File: src/rtl/ps2_scan_rx.sv
// ps2_scan_rx: PS/2 keyboard receiver. Synchronises and deglitches the pad
// lines, deserialises 11-bit frames, folds E0/F0 prefixes into one event per
// key action and queues events in a small FIFO behind a valid/ready handshake.
module ps2_scan_rx #(
    parameter int FILTER_LEN     = 8,
    parameter int TIMEOUT_CYCLES = 100_000,
    parameter int FIFO_DEPTH     = 4
) (
    input  logic       clk,
    input  logic       rst_n,
    input  logic       ps2_clk,
    input  logic       ps2_data,
    output logic       evt_valid,
    input  logic       evt_ready,
    output logic [7:0] evt_code,
    output logic       evt_ext,
    output logic       evt_release,
    output logic       frame_err,
    output logic       overflow,
    output logic       busy
);

    localparam int AW = $clog2(FIFO_DEPTH);
    localparam int TW = $clog2(TIMEOUT_CYCLES + 1);

    typedef enum logic [1:0] {IDLE, DATA, PARITY, STOP} state_t;

    logic          clk_s1, clk_s2, data_s1, data_s2;
    logic [7:0]    flt_cnt;
    logic          clk_flt, clk_flt_d;
    logic          fe;
    state_t        state;
    logic [2:0]    bit_cnt;
    logic [TW-1:0] to_cnt;
    logic          to_hit;
    logic          byte_vld;
    logic [7:0]    shreg;
    logic          par_ok;
    logic          ext_pend, brk_pend;
    logic          is_e0, is_f0, push;
    logic [9:0]    mem [FIFO_DEPTH];
    logic [AW-1:0] wr_ptr, rd_ptr;
    logic [AW:0]   count;
    logic          full, pop, wr_ok;
    logic [9:0]    head;

    // Two-flop synchronisers; pad lines idle high
    always_ff @(posedge clk or negedge rst_n) begin
        if (!rst_n) begin
            clk_s1  <= 1'b1;
            clk_s2  <= 1'b1;
            data_s1 <= 1'b1;
            data_s2 <= 1'b1;
        end else begin
            clk_s1  <= ps2_clk;
            clk_s2  <= clk_s1;
            data_s1 <= ps2_data;
            data_s2 <= data_s1;
        end
    end

    // Glitch filter: the filtered clock follows only after FILTER_LEN disagreeing cycles
    always_ff @(posedge clk or negedge rst_n) begin
        if (!rst_n) begin
            flt_cnt   <= 8'd0;
            clk_flt   <= 1'b1;
            clk_flt_d <= 1'b1;
        end else begin
            clk_flt_d <= clk_flt;
            if (clk_s2 == clk_flt) begin
                flt_cnt <= 8'd0;
            end else if (flt_cnt == 8'(FILTER_LEN - 1)) begin
                flt_cnt <= 8'd0;
                clk_flt <= clk_s2;
            end else begin
                flt_cnt <= flt_cnt + 8'd1;
            end
        end
    end

    assign fe     = clk_flt_d & ~clk_flt;
    assign to_hit = (state != IDLE) && (to_cnt == TW'(TIMEOUT_CYCLES - 1));
    assign busy   = (state != IDLE);

    // Frame FSM with inactivity timeout; a timeout wins over a coincident edge
    always_ff @(posedge clk or negedge rst_n) begin
        if (!rst_n) begin
            state     <= IDLE;
            bit_cnt   <= 3'd0;
            to_cnt    <= '0;
            byte_vld  <= 1'b0;
            frame_err <= 1'b0;
        end else begin
            byte_vld  <= 1'b0;
            frame_err <= 1'b0;
            if (to_hit) begin
                state     <= IDLE;
                to_cnt    <= '0;
                frame_err <= 1'b1;
            end else begin
                if (state == IDLE || fe)
                    to_cnt <= '0;
                else
                    to_cnt <= to_cnt + 1'b1;
                if (fe) begin
                    case (state)
                        IDLE: begin
                            if (!data_s2) begin
                                state   <= DATA;
                                bit_cnt <= 3'd0;
                            end
                        end
                        DATA: begin
                            bit_cnt <= bit_cnt + 3'd1;
                            if (bit_cnt == 3'd7)
                                state <= PARITY;
                        end
                        PARITY: state <= STOP;
                        STOP: begin
                            state <= IDLE;
                            if (par_ok && data_s2)
                                byte_vld <= 1'b1;
                            else
                                frame_err <= 1'b1;
                        end
                        default: state <= IDLE;
                    endcase
                end
            end
        end
    end

    // Shift register and parity verdict; shreg holds the byte until the next frame's first data bit
    always_ff @(posedge clk) begin
        if (fe && state == DATA)
            shreg <= {data_s2, shreg[7:1]};
        if (fe && state == PARITY)
            par_ok <= ^shreg ^ data_s2;
    end

    assign is_e0 = (shreg == 8'hE0);
    assign is_f0 = (shreg == 8'hF0);
    assign push  = byte_vld && !is_e0 && !is_f0;

    // Prefix folding; any frame error discards a half-built prefix sequence
    always_ff @(posedge clk or negedge rst_n) begin
        if (!rst_n) begin
            ext_pend <= 1'b0;
            brk_pend <= 1'b0;
        end else if (frame_err) begin
            ext_pend <= 1'b0;
            brk_pend <= 1'b0;
        end else if (byte_vld) begin
            if (is_e0) begin
                ext_pend <= 1'b1;
            end else if (is_f0) begin
                brk_pend <= 1'b1;
            end else begin
                ext_pend <= 1'b0;
                brk_pend <= 1'b0;
            end
        end
    end

    assign evt_valid = (count != '0);
    assign full      = (count == (AW+1)'(FIFO_DEPTH));
    assign pop       = evt_valid && evt_ready;
    assign wr_ok     = push && (!full || pop);

    // Event storage; a full FIFO still accepts a push when the head leaves the same cycle
    always_ff @(posedge clk) begin
        if (wr_ok)
            mem[wr_ptr] <= {ext_pend, brk_pend, shreg};
    end

    // FIFO pointers, occupancy and drop indication
    always_ff @(posedge clk or negedge rst_n) begin
        if (!rst_n) begin
            wr_ptr   <= '0;
            rd_ptr   <= '0;
            count    <= '0;
            overflow <= 1'b0;
        end else begin
            overflow <= push && full && !pop;
            if (wr_ok)
                wr_ptr <= wr_ptr + 1'b1;
            if (pop)
                rd_ptr <= rd_ptr + 1'b1;
            if (wr_ok && !pop)
                count <= count + 1'b1;
            else if (!wr_ok && pop)
                count <= count - 1'b1;
        end
    end

    assign head        = mem[rd_ptr];
    assign evt_code    = evt_valid ? head[7:0] : 8'd0;
    assign evt_release = evt_valid & head[8];
    assign evt_ext     = evt_valid & head[9];

endmodule

File: config.mk
export PLATFORM = sky130hd
export DESIGN_NAME = ps2_scan_rx
export DESIGN_NICKNAME = d
export VERILOG_FILES = /design/src/rtl/ps2_scan_rx.sv
export SDC_FILE = /design/constraint.sdc
export NUM_CORES = 1
export LEC_CHECK = 0
export BUFFER_PORTS_ARGS = -buffer_cell sky130_fd_sc_hd__buf_4
export CORE_ASPECT_RATIO = 1.75
export CORE_MARGIN = 2
export CORE_UTILIZATION = 31
export DETAILED_ROUTE_END_ITERATION = 10
export PLACE_DENSITY = 0.46
export SYNTH_ARGS = -nofsm -noshare
export SYNTH_HDL_FRONTEND = slang
export SYNTH_SLANG_ARGS = --single-unit
File: constraint.sdc
create_clock -name clk -period 4.4 [get_ports clk]
set_input_delay 0.88 -clock clk [delete_from_list [all_inputs] [get_ports clk]]
set_output_delay 0.88 -clock clk [all_outputs]
set_load 0.01 [all_outputs]
After elaboration in Yosys (flattened, before gate mapping). Memories as Yosys holds them, arrays and structs flattened. Cells that the tools add are included.

Register bits after elaboration: 57. RAM bits: 40. Bits of input ports: 5. Output and inout port bits: 14. Logic and storage cells: 114. Memories kept: 1.

Add/subtract/negate cells: 7. Equality and inequality tests: 15. Multiplexer cells: 32. Bitwise logic cells: 7. Reduce and logical (&&, ||, !) cells: 32.

Memory list: mem (depth 4, width 10, rd ports 1, clocked after Yosys merged registers in 0, write ports 1, line 41) `logic [9:0] mem [FIFO_DEPTH];`.

Operators by type and width (number): two-way mux 17 bit (2); two-way mux 8 bit (3); two-way mux 1 bit (18); adder 17 x 1 -> 17 bit (second input constant) (1); == test 17 bit (second input constant) (1); == test 8 bit (second input constant) (2); logical AND 1 bit (12); nonzero test 2 bit (5); two-way mux 3 bit (3); inequality test 3 bit (second input constant) (3); adder 8 x 1 -> 8 bit (second input constant) (1); == test 8 x 3 -> 1 bit (second input constant) (1); two-way mux 2 bit (4); one-hot mux 2 bit (4 select lines) (1); parity 8 bit (1); adder 3 x 1 -> 3 bit (second input constant) (2); == test 3 bit (second input constant) (2); one-hot mux 3 bit (2 select lines) (1); AND reduction 2 bit (3); logical NOT 1 bit (5); adder 2 x 1 -> 2 bit (second input constant) (2); == test 2 bit (second input constant) (2); inequality test 2 bit (second input constant) (2); AND reduction 4 bit (1); other kinds (10) (15).

Logic depth before layout (Yosys ltp).
Word-level depth: 9. Depth in mapped cells: 11. Mapped depth without buffers: 11.

Worst setup path before layout. OpenSTA, ideal clock, no wires.

Path type: in2reg. From: in evt_ready. To: reg count[1]. Setup time: 0.125 ns. Data arrival time: 2.255 ns. Required time: 4.275 ns. Slack: 2.020 ns. Stages: 6. Buffers on the path: 0. Cell sequence: nor4b_1 -> nor2_1 -> ha_1 -> inv_1 -> fa_1 -> mux2_2.

Longest elaborated chain between the ends: 6. Elaborated cells between the ends (all ways): 9. Classes of those cells: 1 x mux; 8 x reduce/logical.

Ends and longest elaborated chain: start: declaration (line 14) `input logic evt_ready,`; logical AND 1 bit (*) (line 167) `assign pop = evt_valid && evt_ready;`; logical OR 1 bit (*) (line 168) `assign wr_ok = push && (!full || pop);`; logical AND 1 bit (*) (line 168); net wr_ok (line 44) `logic full, pop, wr_ok;`; logical NOT 1 bit (line 191) `else if (!wr_ok && pop)`; logical AND 1 bit (line 191); nonzero test 2 bit (no line); end signal: assignment (line 190) `count <= count + 1'b1;`; end signal: assignment (line 192) `count <= count - 1'b1;`; end: declaration (line 43) `logic [AW:0] count;`.

Mark *: on every way through the listed nets, which the timed path passes. The rest lies on a longest branch. A chain may end at the register's enable or synchronous reset.

Worst setup path after layout.
From: reg rd_ptr[0]. To: out evt_code[2].

Longest elaborated chain between the ends: 2.

Ends and longest elaborated chain: start: declaration (line 42) `logic [AW-1:0] wr_ptr, rd_ptr;`; start signal: assignment (line 188) `rd_ptr <= rd_ptr + 1'b1;`; memory (4 x 10 bit); two-way mux 8 bit (line 197) `assign evt_code = evt_valid ? head[7:0] : 8'd0;`; end: declaration (line 15) `output logic [7:0] evt_code,`.

No other way between the ends.

==> flow_metrics.py <==
metrics = {
    "status": {
        "status": "complete, no violations",
    },
    "worst_setup_path": {
        "crit_chain": "mux4_2 > and2_1 > buf_4",
        "path_max_fanout": 12,
        "reg2reg_from": "shreg[1]",
        "slowest_delay_ns": 0.80,
        "required_ns": 3.52,
        "crit_path_start_kind": "register",
        "critPathKind": "reg -> out",
        "crit_start": "rd_ptr[0]",
        "slowest_stage": "dfrtp_1",
        "end_kind": "output port",
        "cp.arrival_ns": 2.03,
    },
    "synthesis": {
        "ys.flop_type": "edfxtp_1",
        "synth_xor_area_frac": 0.0637,
        "ys_warn_count": 0,
        "synth-edff-count": 49,
        "synthTopCellsByArea": "edfxtp_1 35%, dfrtp_1 25%, ha_1 5.3%, mux4_2 5.3%, xnor2_1 4.5%",
        "synth_area_sq_um": 4260,
        "synth-simple-area-share": 0.137,
        "synth_cell_type_count": 41,
        "muxShareOfSynthArea": 0.0658,
        "netlist_instances": 313,
        "yosys.area.top_type_share": 0.345,
        "synthTopCellsByCount": "49 x edfxtp_1, 42 x dfrtp_1, 38 x nor2_1",
        "async_flop_share": 0.495,
        "synthAdderAreaFrac": 0.0575,
        "yosys.area.top_type": "edfxtp_1",
        "syn_avg_cell_area_sq_um": 13.6,
        "synth_most_common_cell": "edfxtp_1",
        "synth_top_family_by_area": "simple AND/OR/NAND/NOR gates",
        "syn_nets": 337,
        "ys_seq_area_frac": 0.629,
        "ys_ff_latch": 97,
        "synth-compound-area-share": 0.0276,
    },
    "timing": {
        "finalCritPeriodShare": 0.661,
        "post-route-min-period_ns": 2.91,
        "finalWorstSetupSlack_ns": 1.49,
        "finalSetupViolCount": 0,
        "skew_ns": 0.00653,
        "max_slew_margin": 0.495,
        "fin_setup_tns_ns": 0,
        "maxSlewViolCount": 0,
        "rsz0062_at_grt": "false",
        "max_freq_mhz": 344,
        "tightest_slew_ns": 0.756,
        "hold_viol": 0,
    },
    "die": {
        "core_area_sq_um": 13500,
        "fp.dieW_um": 92.6,
        "start_util": 0.317,
        "io_pins": 19,
        "rows": 56,
        "die_area_sq_um": 14700,
        "die_y_um": 159,
    },
    "placed_design": {
        "place_ws_ns": 1.72,
        "gp_congestion": 0.763,
        "place_area_sq_um": 4590,
        "hpwl_um": 5080,
        "io_buffer_count": 18,
    },
    "cts": {
        "cts_setup_buffers": 0,
        "htree_levels": 3,
        "root_buffer": "clkbuf_16",
        "clock_latency_ns": 0.34,
        "ctsLongestPathBuffers": 2,
        "hold_buffers": 0,
        "cts_resized": 0,
        "tritoncts": "yes",
        "cts_buffers": 9,
        "clk_pin_slew_ns": 0.07,
        "cts.sinks": 97,
    },
    "route": {
        "dr_total_vias": 2356,
        "drc": 0,
        "avgRoutedWirePerCell_um": 13.8,
        "viasPerCell": 4.57,
        "drt-total-wl_um": 7130,
        "dr.first_iter.drc_count": 88,
        "firstDrtPassIters": 4,
        "final_antenna_net_count": 0,
    },
    "global_route": {
        "first_global_vias": 2446,
        "grt_pass1_wl_um": 12300,
        "grt_overflow": 0,
        "grt_max_degree": 49,
        "track_usage": 0.107,
        "antenna_found_initial": 0,
    },
    "cells_and_area": {
        "utilization": 0.362,
        "n_antenna_cell": 0,
        "area_growth_pct": 14.4,
        "num-fill-cells": 1351,
        "nets": 361,
        "layout-drive-gt1-share": 0.170,
        "final_cell_area_sq_um": 4870,
    },
    "pwr": {
        "max-vdd-ir-drop_mv": 0.248,
        "power_density_nw_per_um2": 533,
        "power_leakage_nw": 1.84,
    },
    "job": {
        "cap_violations": 0,
    },
    "min_path": {
        "worstHoldStart": "clk_s1",
        "worstHoldPathType": "reg -> reg",
    },
}
cell families (layout without fill, tap and decap cells):
logic type,Yosys count,in the layout
DFF,97,97
AOI/OAI and AO/OA,17,17
xor gates and xnor gates,31,31
buffers and inverters,21,50
and+or+nand+nor,113,113
adders and majority gates,19,19
muxes,15,15
state kept, by name, indices dropped and copies added, names as in the netlist:
| register | flops |
|---|---|
| data_s1 | 1 |
| count | 3 |
| brk_pend | 1 |
| shreg | 8 |
| clk_flt_d | 1 |
| clk_s1 | 1 |
| clk_flt | 1 |
| mem | 40 |
| bit_cnt | 3 |
| wr_ptr | 2 |
| par_ok | 1 |
| ext_pend | 1 |
| frame_err | 1 |
| rd_ptr | 2 |
| byte_vld | 1 |
| flt_cnt | 8 |
| to_cnt | 17 |
| data_s2 | 1 |
| state | 2 |
| overflow | 1 |
| clk_s2 | 1 |
area by class of cell:
class,instances,area (sq um),area share
multi-input cells,195,1500,0.308
clock buffers,10,229,0.0470
repair buffers,18,135,0.0277
flip-flops and latches,97,2680,0.550
clock inverters,6,51.3,0.0105
inverters,16,60.1,0.0123
well taps,174,218,0.0447
where the power goes:
part	total [W]	internal, W	switching [W]	leakage [nW]
registers	0.00122	0.00107	0.000145	1.06
clock network	0.000738	0.000391	0.000346	0.128
logic	0.000645	0.000350	0.000295	0.661
stage by stage:
| stage | instances | total power, W | hold slack, ns |
|---|---|---|---|
| 2_1_floorplan | 313 | 0.00168 | 0.345 |
| 3_3_place_gp | 500 | 0.00190 | 0.347 |
| 3_5_place_dp | 500 | 0.00190 | 0.347 |
| 4_1_cts | 516 | 0.00266 | 0.357 |
| 5_1_grt | 516 | 0.00278 | 0.360 |
| 6_report | 516 | 0.00260 | 0.357 |
worst paths after layout:
path,slack [ns],depth (start not counted),end
min,0.36,0,clk_s2
max reg2reg,1.77,11,count[2]
min reg2reg,0.36,0,clk_s2
min in group asynchronous,0.56,1,to_cnt[14]
max,1.49,3,evt_code[2]
max in group asynchronous,3.41,1,flt_cnt[6]
routing by layer:
layer / up-vias / global-route usage / share of wire
li1: 1166 / - / -
met3: 12 / 0.0227 / 0.029
met4: 0 / 0.0521 / 0.022
met1: 1143 / 0.120 / 0.41
met2: 35 / 0.189 / 0.54
met5: - / 0 / 0
cell usage in the layout (no fill, tap or decap), types with 3 or more instances in the layout:
| cell | netlist | routed |
|---|---|---|
| a21oi_1 | 5 | 5 |
| and2_1 | 16 | 16 |
| buf_4 | 0 | 18 |
| clkbuf_16 | 0 | 9 |
| clkinvlp_4 | 0 | 3 |
| dfrtp_1 | 42 | 42 |
| dfstp_2 | 6 | 6 |
| edfxtp_1 | 49 | 49 |
| ha_1 | 18 | 18 |
| inv_1 | 16 | 16 |
| mux2_2 | 4 | 4 |
| mux4_2 | 10 | 10 |
| nand2_1 | 10 | 10 |
| nand3_1 | 11 | 11 |
| nand4_1 | 9 | 9 |
| nor2_1 | 38 | 38 |
| nor2b_1 | 5 | 5 |
| nor3_1 | 7 | 7 |
| nor4_1 | 3 | 3 |
| nor4b_1 | 3 | 3 |
| o21ai_0 | 3 | 3 |
| xnor2_1 | 22 | 22 |
| xor2_1 | 9 | 9 |
worst max-delay path, delay by kind of cell, from the launching register on:
family	cells	cell delay [ns]
mux	1	0.58
flops	1	0.80
buf+inv	1	0.14
simple gates	1	0.17
No activity file was read; power rests on OpenSTA's default activity.
